[src/rtl/wrr_arbiter_param_pkg.sv]
// Shared types and helpers for the parametrised weighted round-robin arbiter.
package wrr_arbiter_param_pkg;

    localparam int unsigned DEF_N_VC     = 4;
    localparam int unsigned DEF_WEIGHT_W = 3;

    typedef enum logic {
        ST_IDLE  = 1'b0,
        ST_GRANT = 1'b1
    } state_t;

    // Index after idx, wrapping modulo n.
    function automatic int unsigned wrap_inc(input int unsigned idx, input int unsigned n);
        return (idx + 32'd1 >= n) ? 32'd0 : idx + 32'd1;
    endfunction

endpackage

[src/rtl/wrr_arbiter_param_next_eligible.sv]
// Rotating-priority finder: first set bit of eligible at or after start, wrapping.
module wrr_arbiter_param_next_eligible #(
    parameter int unsigned N_VC = 4,
    parameter int unsigned ID_W = 2
) (
    input  logic [N_VC-1:0] eligible,
    input  logic [ID_W-1:0] start,
    output logic            found_c,
    output logic [ID_W-1:0] index_c
);

    int unsigned idx;

    // Walk offsets from farthest to nearest so the nearest eligible index wins.
    always_comb begin
        found_c = 1'b0;
        index_c = '0;
        idx     = 32'd0;
        for (int k = int'(N_VC) - 1; k >= 0; k--) begin
            idx = 32'(start) + 32'(k);
            if (idx >= N_VC) begin
                idx = idx - N_VC;
            end
            if (eligible[ID_W'(idx)]) begin
                found_c = 1'b1;
                index_c = ID_W'(idx);
            end
        end
    end

endmodule

[src/rtl/wrr_arbiter_param.sv]
// Weighted round-robin arbiter over N_VC virtual channels with a runtime-editable
// weight table; forwards the granted channel's data bit to the output link.
module wrr_arbiter_param
    import wrr_arbiter_param_pkg::*;
#(
    parameter  int unsigned N_VC           = DEF_N_VC,
    parameter  int unsigned WEIGHT_W       = DEF_WEIGHT_W,
    parameter  int unsigned DEFAULT_WEIGHT = 1,
    localparam int unsigned ID_W           = $clog2(N_VC)
) (
    input  logic                clk,
    input  logic                reset,
    input  logic [N_VC-1:0]     req,
    input  logic [N_VC-1:0]     data_in,
    input  logic                edit_weight,
    input  logic [ID_W-1:0]     vc_assign,
    input  logic [WEIGHT_W-1:0] weight_assign,
    output logic                grant_valid,
    output logic [ID_W-1:0]     grant_id,
    output logic [N_VC-1:0]     grant_onehot,
    output logic [WEIGHT_W-1:0] credit,
    output logic                data_out
);

    logic [WEIGHT_W-1:0] weight_q [N_VC];
    state_t              state_q, state_nxt;
    logic [ID_W-1:0]     last_ptr_q, last_ptr_nxt;
    logic [ID_W-1:0]     grant_id_nxt;
    logic [WEIGHT_W-1:0] credit_nxt;
    logic [N_VC-1:0]     grant_onehot_nxt;
    logic [N_VC-1:0]     eligible;
    logic [ID_W-1:0]     search_start;
    logic                found_c;
    logic [ID_W-1:0]     pick_c;

    // Weight table; an index with no matching entry is simply not written.
    always_ff @(posedge clk or posedge reset) begin
        if (reset) begin
            for (int i = 0; i < int'(N_VC); i++) begin
                weight_q[i] <= WEIGHT_W'(DEFAULT_WEIGHT);
            end
        end else if (edit_weight) begin
            for (int i = 0; i < int'(N_VC); i++) begin
                if (vc_assign == ID_W'(i)) begin
                    weight_q[i] <= weight_assign;
                end
            end
        end
    end

    always_comb begin
        eligible = '0;
        for (int i = 0; i < int'(N_VC); i++) begin
            eligible[i] = req[i] && (weight_q[i] != '0);
        end
    end

    // Rotation resumes after the current grant, or after the last served VC when idle.
    assign search_start = (state_q == ST_GRANT)
                        ? ID_W'(wrap_inc(32'(grant_id), N_VC))
                        : ID_W'(wrap_inc(32'(last_ptr_q), N_VC));

    wrr_arbiter_param_next_eligible #(
        .N_VC (N_VC),
        .ID_W (ID_W)
    ) u_next_eligible (
        .eligible (eligible),
        .start    (search_start),
        .found_c  (found_c),
        .index_c  (pick_c)
    );

    always_comb begin
        state_nxt        = state_q;
        grant_id_nxt     = grant_id;
        credit_nxt       = credit;
        last_ptr_nxt     = last_ptr_q;
        grant_onehot_nxt = '0;
        case (state_q)
            ST_IDLE: begin
                if (found_c) begin
                    state_nxt    = ST_GRANT;
                    grant_id_nxt = pick_c;
                    credit_nxt   = weight_q[pick_c];
                end
            end
            ST_GRANT: begin
                if (eligible[grant_id] && (credit > WEIGHT_W'(1))) begin
                    credit_nxt = credit - WEIGHT_W'(1);
                end else begin
                    last_ptr_nxt = grant_id;
                    if (found_c) begin
                        grant_id_nxt = pick_c;
                        credit_nxt   = weight_q[pick_c];
                    end else begin
                        state_nxt  = ST_IDLE;
                        credit_nxt = '0;
                    end
                end
            end
            default: state_nxt = ST_IDLE;
        endcase
        for (int i = 0; i < int'(N_VC); i++) begin
            if ((state_nxt == ST_GRANT) && (grant_id_nxt == ID_W'(i))) begin
                grant_onehot_nxt[i] = 1'b1;
            end
        end
    end

    always_ff @(posedge clk or posedge reset) begin
        if (reset) begin
            state_q      <= ST_IDLE;
            last_ptr_q   <= '0;
            grant_valid  <= 1'b0;
            grant_id     <= '0;
            grant_onehot <= '0;
            credit       <= '0;
        end else begin
            state_q      <= state_nxt;
            last_ptr_q   <= last_ptr_nxt;
            grant_valid  <= (state_nxt == ST_GRANT);
            grant_id     <= grant_id_nxt;
            grant_onehot <= grant_onehot_nxt;
            credit       <= credit_nxt;
        end
    end

    assign data_out = grant_valid & data_in[grant_id];

endmodule

[config.mk]
export PLATFORM = sky130hd
export DESIGN_NAME = wrr_arbiter_param
export DESIGN_NICKNAME = d
export VERILOG_FILES = /design/src/rtl/wrr_arbiter_param_pkg.sv /design/src/rtl/wrr_arbiter_param_next_eligible.sv /design/src/rtl/wrr_arbiter_param.sv
export SDC_FILE = /design/constraint.sdc
export NUM_CORES = 1
export LEC_CHECK = 0
export CAP_MARGIN = 0
export CORE_ASPECT_RATIO = 1.1
export CORE_MARGIN = 4
export CORE_UTILIZATION = 51
export DETAILED_ROUTE_END_ITERATION = 12
export PLACE_DENSITY_LB_ADDON = 0.05
export REMOVE_ABC_BUFFERS = 1
export SLEW_MARGIN = 20
export SYNTH_ARGS = -nofsm -noshare
export SYNTH_HDL_FRONTEND = slang
export SYNTH_SLANG_ARGS = --single-unit
[constraint.sdc]
create_clock -name clk -period 3.1 [get_ports clk]
set_input_delay 0.93 -clock clk [delete_from_list [all_inputs] [get_ports clk]]
set_output_delay 0.93 -clock clk [all_outputs]
set_load 0.02 [all_outputs]
# --- Yosys cells after proc, flatten, opt, wreduce, memory -nomap -nowiden ---
# Index checks and enable logic that the tools add are counted.
totals:
  ff_bits: 24
  inputBits: 16
op_classes:
  eq_ne: 7
  muxes: 44
  bitwise_logic: 4
  order_cmp: 13
  addsub: 10
  reduce_logical: 20
ops:
  columns: ["cell", "n"]
  rows:
  - ["$mux 2", 13]
  - ["$ge 3x3->1 const B", 6]
  - ["$mux 1", 16]
  - ["$lt 2x3->1 const B", 5]
  - ["$mux 3", 5]
  - ["$bmux 1 s2", 6]
  - ["$reduce_bool 3->1", 4]
  - ["$reduce_and 2->1", 5]
  - ["$add 2x1->3 const B", 3]
  - ["$logic_and 1x1->1", 9]
  - ["$eq 2x2->1 const B", 4]
  - ["$sub 2x1->2 const B", 4]
  - ["$add 2x2->3 const B", 2]
  - ["$bmux 3 s2", 1]
  - ["$pmux 3 s2", 1]
  - ["$eq 2x1->1 const B", 2]
  - ["$logic_not 2->1", 2]
  - ["$pmux 2 s2", 1]
  - ["$ge 2x3->1 const B", 1]
  - ["$gt 3x1->1 const B", 1]
  - ["$not 2->3", 1]
  - ["$sub 3x1->3 const B", 1]
  - ["$ne 2x2->1 const B", 1]
  - ["$not 1->1", 2]
  - ["other kinds (2)", 2]

# --- Longest topological paths before layout ---
logic_depth:
  word_depth: 20
  depth_mapped: 8
  ltp_nobuf: 7

# --- Hierarchy ---
# From an unflattened synthesis, not the netlist that was laid out.
hier_totals:
  cells_unflattened: 121
  area_unflattened_um2: 1383.8
modules_own_cells:
  columns: ["mod", "area_each_um2", "seq_area_each_um2", "n_inst", "cells_each"]
  rows:
  - ["wrr_arbiter_param", 1306.3, 605.6, 1, 108]
  - ["wrr_arbiter_param_next_eligible", 77.6, 0.0, 1, 13]

# --- Worst setup path after synthesis ---
# No wires, ideal clock.
synth_timing:
  kind: "register to register"
  from: "reg grant_id[0]"
  to: "reg credit[1]"
  period_less_slack_ns: 2.522
  path_slack_ns: 0.578
  t_required_ns: 2.980
  t_arrival_ns: 2.402
  path_stages_with_launch: 7
  cell_sequence: "dfrtp_1 -> ha_1 -> mux2_4 -> mux2_2 -> a221oi_1 -> mux4_2 -> a31o_1"
synth_between:
  elab_chain_len: 20
  word_cells_on_any_way: 47
  classes_between: "add/sub: 8; order compare: 5; eq/ne: 1; mux: 31; bitwise: 1; reduce/logical: 1"
synth_rtl:
  columns: ["element", "line", "source"]
  rows:
  - ["from (decl)", "wrr_arbiter_param.sv:19", "output logic [ID_W-1:0] grant_id,"]
  - ["from (signal assigned)", "wrr_arbiter_param.sv:122", "grant_id <= grant_id_nxt;"]
  - ["$add 2x1->3", "wrr_arbiter_param_pkg.sv:14", "return (idx + 32'd1 >= n) ? 32'd0 : idx + 32'd1;"]
  - ["$ge 3x3->1", "wrr_arbiter_param_pkg.sv:14", null]
  - ["$mux 2", "wrr_arbiter_param_pkg.sv:14", null]
  - ["$mux 2", "wrr_arbiter_param.sv:60", "? ID_W'(wrap_inc(32'(grant_id), N_VC))"]
  - ["$add 2x2->3", "wrr_arbiter_param_next_eligible.sv:20", "idx = 32'(start) + 32'(k);"]
  - ["$ge 3x3->1 or $sub 2x1->2 (tied branches)", "wrr_arbiter_param_next_eligible.sv:21, wrr_arbiter_param_next_eligible.sv:22", null]
  - ["$mux 2", "wrr_arbiter_param_next_eligible.sv:21", "if (idx >= N_VC) begin"]
  - ["$bmux 1 s2", "wrr_arbiter_param_next_eligible.sv:24", "if (eligible[ID_W'(idx)]) begin"]
  - ["$mux 1 (not written as such)", "wrr_arbiter_param_next_eligible.sv:24", null]
  - ["$mux 2 (4 in a row)", "wrr_arbiter_param_next_eligible.sv:24", null]
  - ["$not 2->3 (not written as such)", "wrr_arbiter_param.sv:84, wrr_arbiter_param.sv:94", null]
  - ["$bmux 3 s2", "wrr_arbiter_param.sv:84, wrr_arbiter_param.sv:94", null]
  - ["$mux 3 (not written as such) (2 in a row)", "wrr_arbiter_param.sv:84, wrr_arbiter_param.sv:94", null]
  - ["$mux 3", "wrr_arbiter_param.sv:92", "if (found_c) begin"]
  - ["$mux 3", "wrr_arbiter_param.sv:88", "if (eligible[grant_id] && (credit > WEIGHT_W'(1))) begin"]
  - ["$pmux 3 s2", "wrr_arbiter_param.sv:79", "case (state_q)"]
  - ["to (signal assigned)", "wrr_arbiter_param.sv:124", "credit <= credit_nxt;"]
  - ["to (decl)", "wrr_arbiter_param.sv:21", "output logic [WEIGHT_W-1:0] credit,"]
# Several ways; a longest one is shown, not always the timed one. The select of a mux whose other input is x is not followed.
# A chain may end at the register's enable or synchronous reset.

# --- Worst setup path after layout ---
layout_timing:
  from: "in data_in[3]"
  to: "out data_out"
layout_between:
  elab_chain_len: 3
layout_rtl:
  columns: ["element", "line", "source"]
  rows:
  - ["from (decl)", "wrr_arbiter_param.sv:14", "input logic [N_VC-1:0] data_in,"]
  - ["$bmux 1 s2", "wrr_arbiter_param.sv:128", "assign data_out = grant_valid & data_in[grant_id];"]
  - ["$mux 1 (not written as such)", "wrr_arbiter_param.sv:128", null]
  - ["$and 1x1->1", "wrr_arbiter_param.sv:128", null]
  - ["to (decl)", "wrr_arbiter_param.sv:22", "output logic data_out"]
# No other way between the ends. The select of a mux whose other input is x is not followed.

==> impl_metrics.json <==
{
  "number_of_enable_type_register_cells_in_the_synthesized_netlist": 0,
  "worst_slew_margin_rel_pct": 41.6,
  "cts_tree": "built",
  "die_h_um": 62.1,
  "cellLeakagePower_nw": 0.710,
  "die_width_um": 57.2,
  "gr_ovfl_total": 0,
  "antenna_found_initial": 0,
  "part_of_the_yosys_area_used_for_sequential_elements_pct": 44.6,
  "h-tree-depth": 1,
  "synth.area.top_cells": "sky130_fd_sc_hd__dfrtp_1, sky130_fd_sc_hd__mux2_2, sky130_fd_sc_hd__mux4_2",
  "share_of_post_route_cells_with_drive_strength_above_1_pct": 22.4,
  "post_synth_most_frequent_cells": "sky130_fd_sc_hd__dfrtp_1, sky130_fd_sc_hd__mux2_2, sky130_fd_sc_hd__nor2_1, sky130_fd_sc_hd__inv_1, sky130_fd_sc_hd__nand2_1",
  "postSynthCellCount": 116,
  "wl_per_cell_um": 15.6,
  "ioPinCount": 27,
  "io_buffers": 26,
  "via_count_of_the_first_global_routing_pass": 1052,
  "synthMostInstantiatedCell": "sky130_fd_sc_hd__dfrtp_1",
  "dr_total_vias": 1058,
  "min_period_over_period_pct": 97.3,
  "post-route-min-period_ps": 3020,
  "postSynthRegisterBits": 24,
  "timing_hold_violations_final": 0,
  "clock_share_of_power_pct": 10.5,
  "timing.max_cap.violations": 0,
  "crit_path_slowest_cell": "sky130_fd_sc_hd__mux4_2",
  "layout.cells.non_filler": 178,
  "power.switching_w": 0.000620,
  "numClockSinks": 24,
  "layout.cell_area.non_filler_um2": 1710,
  "start_util_pct": 53.9,
  "cts_inserted_buffers": 3,
  "ys_async_sr_fraction_pct": 100,
  "cell_area_placed_um2": 1670,
  "timing.critical_path.buf_inv": 2,
  "multi_input_area_um2": 717,
  "timing.critical_path.slowest_cell_delay_ps": 450,
  "core_um2": 2520,
  "design.die.area_um2": 3560,
  "critical_path_peak_fanout": 1,
  "achievable-frequency_mhz": 332,
  "ctsLongestPathBuffers": 2,
  "setup.worst_path.end_class": "output pin",
  "finish.utilization_pct": 67.7,
  "status": "complete, no violations",
  "global_route_wire_length_before_repair_um": 4750,
  "hold-worst-slack_ps": 522,
  "detail_route.vias_per_cell": 5.94,
  "wl_um": 2780,
  "hp-class": "reg2reg",
  "num_antenna_cells": 0,
  "rows": 19,
  "slew_viol_final": 0,
  "yosys_most_used_dff": "sky130_fd_sc_hd__dfrtp_1",
  "largest_net_degree_at_the_start_of_global_routing": 25,
  "insertion_delay_of_the_later_clocked_pin_in_the_worst_skew_pair_ps": 320,
  "yosysTopAreaCell": "sky130_fd_sc_hd__dfrtp_1",
  "yosysWarningCount": 0,
  "family_of_cells_with_the_greatest_summed_delay_on_the_critical_path": "buffers and inverters",
  "worst_pin_slew_ps": 875,
  "crit_path_cell_trace": "clkdlybuf4s50_1 > mux4_2 > and2_1 > buf_2",
  "num-fill-cells": 203,
  "power_per_cell_area_nw_per_um2": 925,
  "synth_top_area_share_pct": 36.8,
  "area_delta_synth_final_pct": 25.5,
  "remaining_drc_errors": 0,
  "first_iter_violations": 31,
  "share_comb_of_total_power_pct": 56.4,
  "synth.avg_cell_area_um2": 11.7,
  "setup-violations-final": 0,
  "irDropWorstVdd_mv": 0.519,
  "netSwitchingFraction_pct": 39.3,
  "synth.distinct_cells": 35,
  "mappedNetlistArea_um2": 1360,
  "rsz_0062_raised_after_global_routing": "false",
  "worstSetupStartpointType": "input pin",
  "hpwl_um": 2260,
  "seq_power_share_pct": 33.1,
  "dr.pass1.iters": 4,
  "drt.antenna.violating_nets": 0,
  "clk_root_buffer_cell": "sky130_fd_sc_hd__clkbuf_4",
  "critPathRequiredTime_ps": 2170,
  "track_usage_pct": 16.9,
  "report.power.total_w": 0.00158,
  "gp_congestion": 0.811,
  "worst-endpoint-arrival_ps": 2090,
  "layout.nets": 168,
  "criticalPathCategory": "in2out",
  "clock-skew-final_ps": 10.3,
  "cts.reportedPaths.clkPinSlew_ps": 130,
  "seqCellArea_um2": 606,
  "dp_cells": 174,
  "cellInternalPower_w": 0.000958
}
[tightest hold or removal path, stage by stage, from the launching register on]
cell	delay [ps]
sky130_fd_sc_hd__dfrtp_1	380
sky130_fd_sc_hd__nand2_1	50
sky130_fd_sc_hd__o21ai_0	60
[cell usage in the layout (no fill, tap or decap), types with 2 or more instances in the layout]
master / instances
sky130_fd_sc_hd__clkdlybuf4s50_1: 25
sky130_fd_sc_hd__dfrtp_1: 20
sky130_fd_sc_hd__mux2_2: 13
sky130_fd_sc_hd__nor2_1: 7
sky130_fd_sc_hd__inv_1: 6
sky130_fd_sc_hd__nand2_1: 6
sky130_fd_sc_hd__o31ai_1: 5
sky130_fd_sc_hd__mux4_2: 5
sky130_fd_sc_hd__a21oi_1: 4
sky130_fd_sc_hd__o21ai_0: 4
sky130_fd_sc_hd__ha_1: 4
sky130_fd_sc_hd__buf_4: 4
sky130_fd_sc_hd__dfstp_2: 4
sky130_fd_sc_hd__mux2i_1: 3
sky130_fd_sc_hd__nand3_1: 3
sky130_fd_sc_hd__o32ai_1: 3
sky130_fd_sc_hd__clkbuf_4: 3
sky130_fd_sc_hd__nand3b_1: 2
sky130_fd_sc_hd__nand2b_1: 2
sky130_fd_sc_hd__nand4_1: 2
sky130_fd_sc_hd__o31a_1: 2
sky130_fd_sc_hd__a221o_1: 2
sky130_fd_sc_hd__a31o_1: 2
sky130_fd_sc_hd__a21boi_0: 2
[timing repair]
action | in CTS | in global routing
gates resized for setup | 4 | 0
hold buffers | 0 | 0
setup buffers | 0 | 0
setup endpoints to repair | 1 | 0
[through the flow]
stage	setup slack [ps]	TNS, ps
detailed placement	-300	-300
global route	57.2	0
global placement	-285	-285
CTS	81.8	0
finish	84.5	0
floorplan	578	0
[power by group through the flow]
| stage | Clock [W] | Combinational (W) | Sequential [W] |
|---|---|---|---|
| detailed placement | 0 | 0.000902 | 0.000531 |
| global route | 0.000180 | 0.000982 | 0.000545 |
| global placement | 0 | 0.000877 | 0.000525 |
| floorplan | 0 | 0.000556 | 0.000569 |
| CTS | 0.000168 | 0.000898 | 0.000524 |
| finish | 0.000165 | 0.000891 | 0.000522 |
[cell type report]
type / instances / share of cell area [%]
Multi-Input combinational cell: 83 / 42.0
Sequential cell: 24 / 35.5
Timing Repair Buffer: 30 / 16.7
Tap cell: 31 / 2.27
Clock buffer: 4 / 2.13
Inverter: 6 / 1.32
[routing by layer]
layer	global-route usage, %	routed length [µm]
met5	0	0
met2	31.3	1480
met4	6.67	68
met1	18.6	1120
met3	2.69	114
[state kept, by name, summed over array words and instances (netlist names)]
name,count
weight_q,12
grant_onehot,4
credit,3
grant_id,2
last_ptr_q,2
state_q,1
[cells by family (layout without fill, tap and decap cells)]
logic type,count (synthesis),count (layout),synth area share (%)
buffers and inverters,9,40,2.67
AOI/OAI and AO/OA,31,31,16.8
and+or+nand+nor,26,26,9.94
DFF,24,24,44.6
muxes,22,22,22.4
adders and majority gates,4,4,3.68
[worst paths after layout]
kind	cells after the start	slack [ps]	from	end
max	4	80	data_in[3]	data_out
min	2	520	last_ptr_q[1]	last_ptr_q[1]
max reg2reg	6	520	grant_id[0]	credit[2]
min reg2reg	2	520	last_ptr_q[1]	last_ptr_q[1]
max in group asynchronous	2	1480	reset	grant_id[1]
min in group asynchronous	2	1080	reset	weight_q[2]
No activity file was read; power rests on OpenSTA's default activity.
